<file path="src/rtl/mem_stage_pkg.sv">
// Shared widths, stall-bus indices, load opcodes and bus layouts for the MEM stage.
package mem_stage_pkg;

  localparam int EX2MEM_W  = 146;
  localparam int MEM2WB_W  = 137;
  localparam int MEM2ID_W  = 104;
  localparam int STALL_W   = 6;
  localparam int STALL_MEM = 3;
  localparam int STALL_WB  = 4;

  localparam logic STOP    = 1'b1;
  localparam logic NO_STOP = 1'b0;

  typedef enum logic [2:0] {
    MEM_OP_NONE = 3'b000,
    MEM_OP_LB   = 3'b001,
    MEM_OP_LBU  = 3'b010,
    MEM_OP_LH   = 3'b011,
    MEM_OP_LHU  = 3'b100,
    MEM_OP_LW   = 3'b101
  } mem_op_e;

  typedef struct packed {
    logic [2:0]  mem_op;
    logic        lo_wen;
    logic        hi_wen;
    logic        div_mul_flag;
    logic [63:0] div_mul_result;
    logic [31:0] pc;
    logic        data_ram_en;
    logic [3:0]  data_ram_wen;
    logic        sel_rf_res;
    logic        rf_we;
    logic [4:0]  rf_waddr;
    logic [31:0] ex_result;
  } ex_to_mem_t;

  typedef struct packed {
    logic        lo_wen;
    logic        hi_wen;
    logic        div_mul_flag;
    logic [63:0] div_mul_result;
    logic [31:0] pc;
    logic        rf_we;
    logic [4:0]  rf_waddr;
    logic [31:0] rf_wdata;
  } mem_to_wb_t;

  typedef struct packed {
    logic        lo_wen;
    logic        hi_wen;
    logic [63:0] div_mul_result;
    logic        rf_we;
    logic [4:0]  rf_waddr;
    logic [31:0] rf_wdata;
  } mem_to_id_t;

endpackage

</file>
<file path="src/rtl/mem_stage_if.sv">
// Bus bundle between the pipeline and the MEM stage: stall vector, EX input, SRAM data, WB/ID outputs.
interface mem_stage_if;
  import mem_stage_pkg::*;

  logic [STALL_W-1:0]  stall;
  logic [EX2MEM_W-1:0] ex_to_mem_bus;
  logic [31:0]         data_sram_rdata;
  logic [MEM2WB_W-1:0] mem_to_wb_bus;
  logic [MEM2ID_W-1:0] mem_to_id_bus;

  modport master (
    output stall, ex_to_mem_bus, data_sram_rdata,
    input  mem_to_wb_bus, mem_to_id_bus
  );

  modport slave (
    input  stall, ex_to_mem_bus, data_sram_rdata,
    output mem_to_wb_bus, mem_to_id_bus
  );

endinterface

</file>
<file path="src/rtl/mem_stage_load_align.sv">
// Combinational load alignment: selects byte/half/word by address offset and sign/zero-extends.
module load_align
  import mem_stage_pkg::*;
(
  input  logic [2:0]  mem_op,
  input  logic [1:0]  off,
  input  logic [31:0] rdata,
  output logic [31:0] load_data
);

  logic [7:0]  byte_sel;
  logic [15:0] half_sel;

  always_comb begin
    byte_sel = rdata[7:0];
    case (off)
      2'd1:    byte_sel = rdata[15:8];
      2'd2:    byte_sel = rdata[23:16];
      2'd3:    byte_sel = rdata[31:24];
      default: byte_sel = rdata[7:0];
    endcase
    // Misaligned halfword offsets are tolerated: only off[1] picks the half.
    half_sel = off[1] ? rdata[31:16] : rdata[15:0];
  end

  always_comb begin
    load_data = '0;
    case (mem_op)
      MEM_OP_LB:  load_data = {{24{byte_sel[7]}}, byte_sel};
      MEM_OP_LBU: load_data = {24'd0, byte_sel};
      MEM_OP_LH:  load_data = {{16{half_sel[15]}}, half_sel};
      MEM_OP_LHU: load_data = {16'd0, half_sel};
      MEM_OP_LW:  load_data = rdata;
      default:    load_data = '0;
    endcase
  end

endmodule

</file>
<file path="src/rtl/mem_stage.sv">
// MEM pipeline stage: registers the EX->MEM bus, holds SRAM read data across stalls,
// aligns loads and drives the WB bus and the ID bypass bus.
module mem_stage
  import mem_stage_pkg::*;
(
  input logic        clk,
  input logic        rst,
  mem_stage_if.slave bus
);

  ex_to_mem_t  ex_in;
  ex_to_mem_t  r;
  logic        hold_valid;
  logic [31:0] rdata_hold;
  logic [31:0] rdata_eff;
  logic [31:0] load_data;
  logic [31:0] rf_wdata;
  logic        mem_stop;
  logic        wb_stop;
  mem_to_wb_t  wb;
  mem_to_id_t  id;
  logic        unused_bits;

  assign ex_in    = ex_to_mem_t'(bus.ex_to_mem_bus);
  assign mem_stop = (bus.stall[STALL_MEM] == STOP);
  assign wb_stop  = (bus.stall[STALL_WB] == STOP);

  // The SRAM word is only valid in the first cycle after the request, so the first
  // held cycle latches it and later held cycles keep that copy.
  always_ff @(posedge clk or posedge rst) begin
    if (rst) begin
      r          <= '0;
      hold_valid <= 1'b0;
      rdata_hold <= '0;
    end else if (mem_stop && !wb_stop) begin
      r          <= '0;
      hold_valid <= 1'b0;
    end else if (!mem_stop) begin
      r          <= ex_in;
      hold_valid <= 1'b0;
    end else if (!hold_valid) begin
      rdata_hold <= bus.data_sram_rdata;
      hold_valid <= 1'b1;
    end
  end

  assign rdata_eff = hold_valid ? rdata_hold : bus.data_sram_rdata;

  load_align u_load_align (
    .mem_op    (r.mem_op),
    .off       (r.ex_result[1:0]),
    .rdata     (rdata_eff),
    .load_data (load_data)
  );

  assign rf_wdata = r.sel_rf_res ? load_data : r.ex_result;

  always_comb begin
    wb                = '0;
    wb.lo_wen         = r.lo_wen;
    wb.hi_wen         = r.hi_wen;
    wb.div_mul_flag   = r.div_mul_flag;
    wb.div_mul_result = r.div_mul_result;
    wb.pc             = r.pc;
    wb.rf_we          = r.rf_we;
    wb.rf_waddr       = r.rf_waddr;
    wb.rf_wdata       = rf_wdata;
  end

  always_comb begin
    id                = '0;
    id.lo_wen         = r.lo_wen;
    id.hi_wen         = r.hi_wen;
    id.div_mul_result = r.div_mul_result;
    id.rf_we          = r.rf_we;
    id.rf_waddr       = r.rf_waddr;
    id.rf_wdata       = rf_wdata;
  end

  assign bus.mem_to_wb_bus = wb;
  assign bus.mem_to_id_bus = id;

  // Store controls and foreign stall bits are carried but not acted on here.
  assign unused_bits = ^{bus.stall[STALL_W-1], bus.stall[2:0], r.data_ram_en, r.data_ram_wen};

endmodule

</file>
<file path="src/flat_wrapper.sv">
// flat-port wrapper written by rule: the top's interface ports become plain ports
module mem_stage_flat import mem_stage_pkg::*;
  (clk, rst, bus_stall, bus_ex_to_mem_bus, bus_data_sram_rdata, bus_mem_to_wb_bus, bus_mem_to_id_bus);
  mem_stage_if bus_i ();
  input logic clk;
  input logic rst;
  input wire logic [$bits(bus_i.stall)-1:0] bus_stall;
  input wire logic [$bits(bus_i.ex_to_mem_bus)-1:0] bus_ex_to_mem_bus;
  input wire logic [$bits(bus_i.data_sram_rdata)-1:0] bus_data_sram_rdata;
  output wire logic [$bits(bus_i.mem_to_wb_bus)-1:0] bus_mem_to_wb_bus;
  output wire logic [$bits(bus_i.mem_to_id_bus)-1:0] bus_mem_to_id_bus;
  assign bus_i.stall = bus_stall;
  assign bus_i.ex_to_mem_bus = bus_ex_to_mem_bus;
  assign bus_i.data_sram_rdata = bus_data_sram_rdata;
  assign bus_mem_to_wb_bus = bus_i.mem_to_wb_bus;
  assign bus_mem_to_id_bus = bus_i.mem_to_id_bus;
  mem_stage u_core (.clk(clk), .rst(rst), .bus(bus_i));
endmodule
</file>
<file path="config.mk">
export PLATFORM = sky130hd
export DESIGN_NAME = mem_stage_flat
export DESIGN_NICKNAME = d
export VERILOG_FILES = /design/src/rtl/mem_stage_pkg.sv /design/src/rtl/mem_stage_if.sv /design/src/rtl/mem_stage_load_align.sv /design/src/rtl/mem_stage.sv /design/src/flat_wrapper.sv
export SDC_FILE = /design/constraint.sdc
export NUM_CORES = 1
export LEC_CHECK = 0
export ABC_AREA = 1
export BUFFER_PORTS_ARGS = -buffer_cell sky130_fd_sc_hd__clkbuf_2
export CORE_MARGIN = 5
export CORE_UTILIZATION = 40
export CTS_CLUSTER_SIZE = 24
export DETAILED_ROUTE_END_ITERATION = 6
export PLACE_DENSITY = 0.82
export SLEW_MARGIN = 20
export SYNTH_ARGS = -nofsm -noshare
export SYNTH_HDL_FRONTEND = slang
export SYNTH_SLANG_ARGS = --single-unit
</file>
<file path="constraint.sdc">
create_clock -name clk -period 6.3 [get_ports clk]
set_input_delay 1.575 -clock clk [delete_from_list [all_inputs] [get_ports clk]]
set_output_delay 1.575 -clock clk [all_outputs]
set_load 0.01 [all_outputs]
</file>
**Word level (Yosys, flattened, before mapping)**

Cells that the tools add are included.

- Output and inout bits: 241
- Flip-flop bits (word level): 174
- Input port bits: 186

- Reductions and logical operators: 3
- Equality and inequality tests: 9
- Bitwise logic cells: 1
- Mux-type cells: 9

Operators by type and width:

| cell | number |
|---|---|
| 146-bit two-way mux | 2 |
| 32-bit case mux with 5 select lines | 1 |
| 32-bit two-way mux | 2 |
| 8-bit case mux with 3 select lines | 1 |
| 16-bit two-way mux | 1 |
| 3-bit by 2-bit == test with 1-bit output, second input constant | 2 |
| 3-bit == test, second input constant | 2 |
| 2-bit == test, second input constant | 2 |
| 3-bit by 1-bit == test with 1-bit output, second input constant | 1 |
| 2-bit by 1-bit == test with 1-bit output, second input constant | 1 |
| 1-bit two-way mux | 2 |
| 2-bit by 1-bit inequality test with 1-bit output, second input constant | 1 |
| 2-bit AND reduction | 1 |
| 1-bit logical AND | 1 |
| 1-bit logical NOT | 1 |
| 1-bit inverter | 1 |

**Depth between registers and ports, before layout**

- Depth after elaboration: 4
- Depth in mapped cells: 13

**Hierarchy**

From an unflattened synthesis, not the netlist that was laid out.

- Cell total of the unflattened synthesis: 1327
- Area, all modules: 10209.8 µm²

By module, submodules not included:

| module | area each (µm²) | cells each | times used |
|---|---|---|---|
| mem_stage | 9217.6 | 1117 | 1 |
| load_align | 992.2 | 210 | 1 |

**Least setup slack after synthesis**

Ideal clock, no wire load.

- Path kind: input to output
- Start: input port bus_data_sram_rdata[15]
- End: output port bus_mem_to_wb_bus[21]
- Stages: 10
- Data required time: 4.725 ns
- Path slack: 2.253 ns
- Path buffers: 2
- Arrival time: 2.472 ns
- Cells stage by stage: inv_1 > nand2_1 > nand3_2 > nand2_2 > buf_4 > a21oi_1 > nand2_1 > nand2_1 > nand2_1 > buf_4

- Longest elaborated chain between the ends: 4
- Elaborated cells between the ends (all ways): 5

Ends and longest elaborated chain:

| element | line | source |
|---|---|---|
| from (decl) | flat_wrapper.sv:9 | `input wire logic [$bits(bus_i.data_sram_rdata)-1:0] bus_data_sram_rdata;` |
| 32-bit two-way mux (*) | mem_stage.sv:47 | `assign rdata_eff = hold_valid ? rdata_hold : bus.data_sram_rdata;` |
| 8-bit case mux with 3 select lines or 16-bit two-way mux (tied branches) | mem_stage_load_align.sv:16, mem_stage_load_align.sv:23 |  |
| 32-bit case mux with 5 select lines (*) | mem_stage_load_align.sv:28 | `case (mem_op)` |
| 32-bit two-way mux (*) | mem_stage.sv:56 | `assign rf_wdata = r.sel_rf_res ? load_data : r.ex_result;` |
| to (decl) | flat_wrapper.sv:10 | `output wire logic [$bits(bus_i.mem_to_wb_bus)-1:0] bus_mem_to_wb_bus;` |

Every way passes the cells marked *; elsewhere a longest branch is shown, timed or not.

**Final worst setup path**

- Start: register u_core.r[143] in the netlist's numbering
- End: output port bus_mem_to_wb_bus[10]

- Longest elaborated chain between the ends: 3
- Elaborated cells between the ends (all ways): 7

Ends and longest elaborated chain:

| element | line | source |
|---|---|---|
| from (decl) | mem_stage.sv:12 | `ex_to_mem_t r;` |
| from (signal assigned) | mem_stage.sv:39 | `r <= ex_in;` |
| 3-bit == test, or another cell as far along | mem_stage_load_align.sv:28 |  |
| 32-bit case mux with 5 select lines (*) | mem_stage_load_align.sv:28 |  |
| 32-bit two-way mux (*) | mem_stage.sv:56 |  |

Marked as above.

==> metrics.md <==
| Metric | Value |
|---|---|
| Slew @ Worst Pin | `982 ps` |
| Slew HR | `roughly a third` |
| Drt first pass iters | `5` |
| Syn Area/Cell | `7.50 um2` |
| Pwr Density | `264 nW/um2` |
| WS Path Type | `flop to output port` |
| First-pass GRT wire length | `45700 um` |
| Utilization after layout | `between 40% and 50%` |
| Largest net degree at the start of global routing | `94` |
| Post-CTS Setup Inserts | `0` |
| Mapped cell area | `9880 um2` |
| Seq pwr share | `43.3%` |
| Crit path capture type | `output port` |
| Root buf cell | `clkbuf_16` |
| Grt total ovfl | `0` |
| Top cells by area, synth | `dfrtp_1, buf_4, nand2_1` |
| Vias in the first global route | `roughly 8700` |
| Reg2Reg Depth | `5` |
| Die area | `27900 um2` |
| # setup viols final | `0` |
| Post-CTS sizing | `0` |
| Final ANT Viol Nets | `0` |
| Hold buffers post-CTS | `0` |
| Post-Route WL | `approximately 29000 um` |
| Die Wd | `167 um` |
| Final Cycle Share | `72.4%` |
| Worst-case clock buffer depth | `2` |
| Io pins | `427` |
| Setup TNS | `0 ps` |
| Most frequent cells in the layout | `clkbuf_2, nand2_1, inv_1` |
| Crit start category | `flop` |
| Sw frac | `32.5%` |
| Mapped Cells | `1317` |
| Max-cap viol count | `0` |
| Share of layout cells above drive strength 1 | `a little under a third` |
| Area after DPL | `approximately 11000 um2` |
| CTS tree | `yes` |
| Reg2reg start | `u_core.hold_valid$_DFF_PP0_` |
| Internal | `2.00 mW` |
| Worst-path clk slew | `approximately 70 ps` |
| CP Data Required Time | `4720 ps` |
| HP Start | `u_core.r[31]$_DFFE_PP0N_` |
| Total track usage | `20.1%` |
| Hold Path Class | `flop to flop` |
| Top cell type's share of synthesized area | `44.1%` |
| Nets | `1677` |
| Area added between synthesis and finish | `13.5%` |
| CP Capture Point | `bus_mem_to_wb_bus[10]` |
| Syn_nets | `between 1500 and 2000` |
| Die Ht | `167 um` |
| Pleak | `approximately 6.6 nW` |
| Crit Reg-Reg Endpoint | `u_core.rdata_hold[25]$_DFFE_PP0P_` |
| Top FF cell, synth | `dfrtp_1` |
| RSZ-0062 raised after global routing | `no` |
| Tmin final | `about 4600 ps` |
| Endpoints failing hold | `0` |
| Max VDD drop | `between 0.00015 and 0.0002 V` |
| CP arrival | `2980 ps` |
| Hpwl dp | `21100 um` |
| Post-synthesis sequential area ratio | `44.1%` |
| H-Tree Depth | `4` |
| Finished Cell Area | `11200 um2` |
| Vias | `8628` |
| Via density | `about 4.7` |
| Skew-Pair Late Insertion Delay | `430 ps` |
| Status | `finished clean` |
| Yosys cell types | `22` |
| DR iter-0 viols | `roughly 820` |
| RD Place Congestion | `0.914` |
| Post-synth ARST share | `100%` |
| Net Switching | `0.962 mW` |
| Fillcell total | `2391` |
| Clock share of power | `37.7%` |
| Core footprint | `roughly 24000 um2` |
| R2r setup slk | `4620 ps` |
| Most common cell after layout, fill and taps aside | `clkbuf_2` |
| Routed wire per std cell | `15.7 um` |
| Max frequency | `219 MHz` |
| Post-synth EDFFs | `0` |
| Synth area leader | `dfrtp_1` |
| Initial core utilization | `40.6%` |
| Post-route DRC | `0` |
| Clock Skews | `7.47 ps` |
| Synthesis-stage register bit count | `between 150 and 200` |
| Worst setup path startpoint | `u_core.r[143]$_DFFE_PP0N_` |
| Total number of yosys warnings | `0` |
| Clk sinks | `174` |
| Rows | `57` |
| Pins Over Slew Limit | `0` |
| Critical path peak fanout | `24` |
| Initial antenna violation count | `4` |
| Comb power frac | `19.0%` |
| Clock buffer count from CTS | `17` |
| I/O Buffers | `417` |
critical path, stage by stage (launching register included):
cell	delay [ps]
dfrtp_1	430
nand3_1	750
clkinv_1	570
nand2_1	160
nand2_1	110
inv_1	70
nand2_1	50
nand2_1	120
nand2_1	130
clkbuf_2	160
metrics by stage:
step	cells	hold WS [ps]	worst slack [ps]	total power, mW
after global placement	1796	465	1860	1.85
after CTS	1828	491	1750	2.99
after global routing	1831	513	1500	3.12
final	1831	484	1740	2.96
after detailed placement	1796	472	1770	1.87
after floorplan	1317	453	8.15	1.74
area by class of cell:
class / count / area, um2 / area share, %
multi-input combinational: 693 / 2990 / 26.7
clock inverter: 15 / 194 / 1.73
inverter: 182 / 691 / 6.16
clock buffer: 17 / 425 / 3.79
tap: 324 / 405 / 3.61
antenna: 3 / 7.51 / 0.0669
sequential: 174 / 4350 / 38.8
timing repair buffer: 423 / 2150 / 19.1
worst min path at each step:
stage / to / depth (start not counted)
after floorplan: u_core.rdata_hold[15]$_DFFE_PP0P_ / 2
after global placement: u_core.rdata_hold[7]$_DFFE_PP0P_ / 2
after CTS: u_core.r[4]$_DFFE_PP0N_ / 2
after global routing: u_core.r[12]$_DFFE_PP0N_ / 2
after detailed placement: u_core.bus.mem_to_wb_bus[53]$_DFFE_PP0N_ / 2
final: u_core.r[31]$_DFFE_PP0N_ / 2
cells in the mapped netlist, types with 8 or more instances:
master	count
o21ai_0	171
inv_1	178
nand3_1	42
a31oi_1	9
buf_4	214
dfrtp_1	174
buf_2	15
and2_1	8
nand2_1	395
nor2_1	30
a21oi_1	18
clkbuf_1	34
cells by family (layout without fill, tap and decap cells):
group	count (synthesis)	count (layout)	synth area share (%)
buf+inv	450	637	25.6
compound gates	205	205	10.6
flops	174	174	44.1
other cells	0	3	0
simple gates	488	488	19.7
sequential cells by signal, indices dropped and copies added, names as in the netlist:
signal	flops
u_core.hold_valid	1
u_core.rdata_hold	32
u_core.bus.mem_to_wb_bus	33
u_core.bus.mem_to_id_bus	72
u_core.r	36
power groups by stage:
stage	Combinational, mW	Sequential [mW]	Clock [mW]
5_1_grt	0.627	1.29	1.19
3_3_place_gp	0.549	1.30	0
6_report	0.561	1.28	1.11
2_1_floorplan	0.457	1.28	0
3_5_place_dp	0.565	1.30	0
4_1_cts	0.567	1.28	1.14
layer usage:
layer,up-vias,part of all wire (%),GRT usage [%]
li1,4145,-,-
met1,4016,41,25.9
met2,407,48,32.8
met3,58,8.3,4.74
met4,2,2.7,7.97
met5,-,0.045,0
No activity file was read; power rests on OpenSTA's default activity.
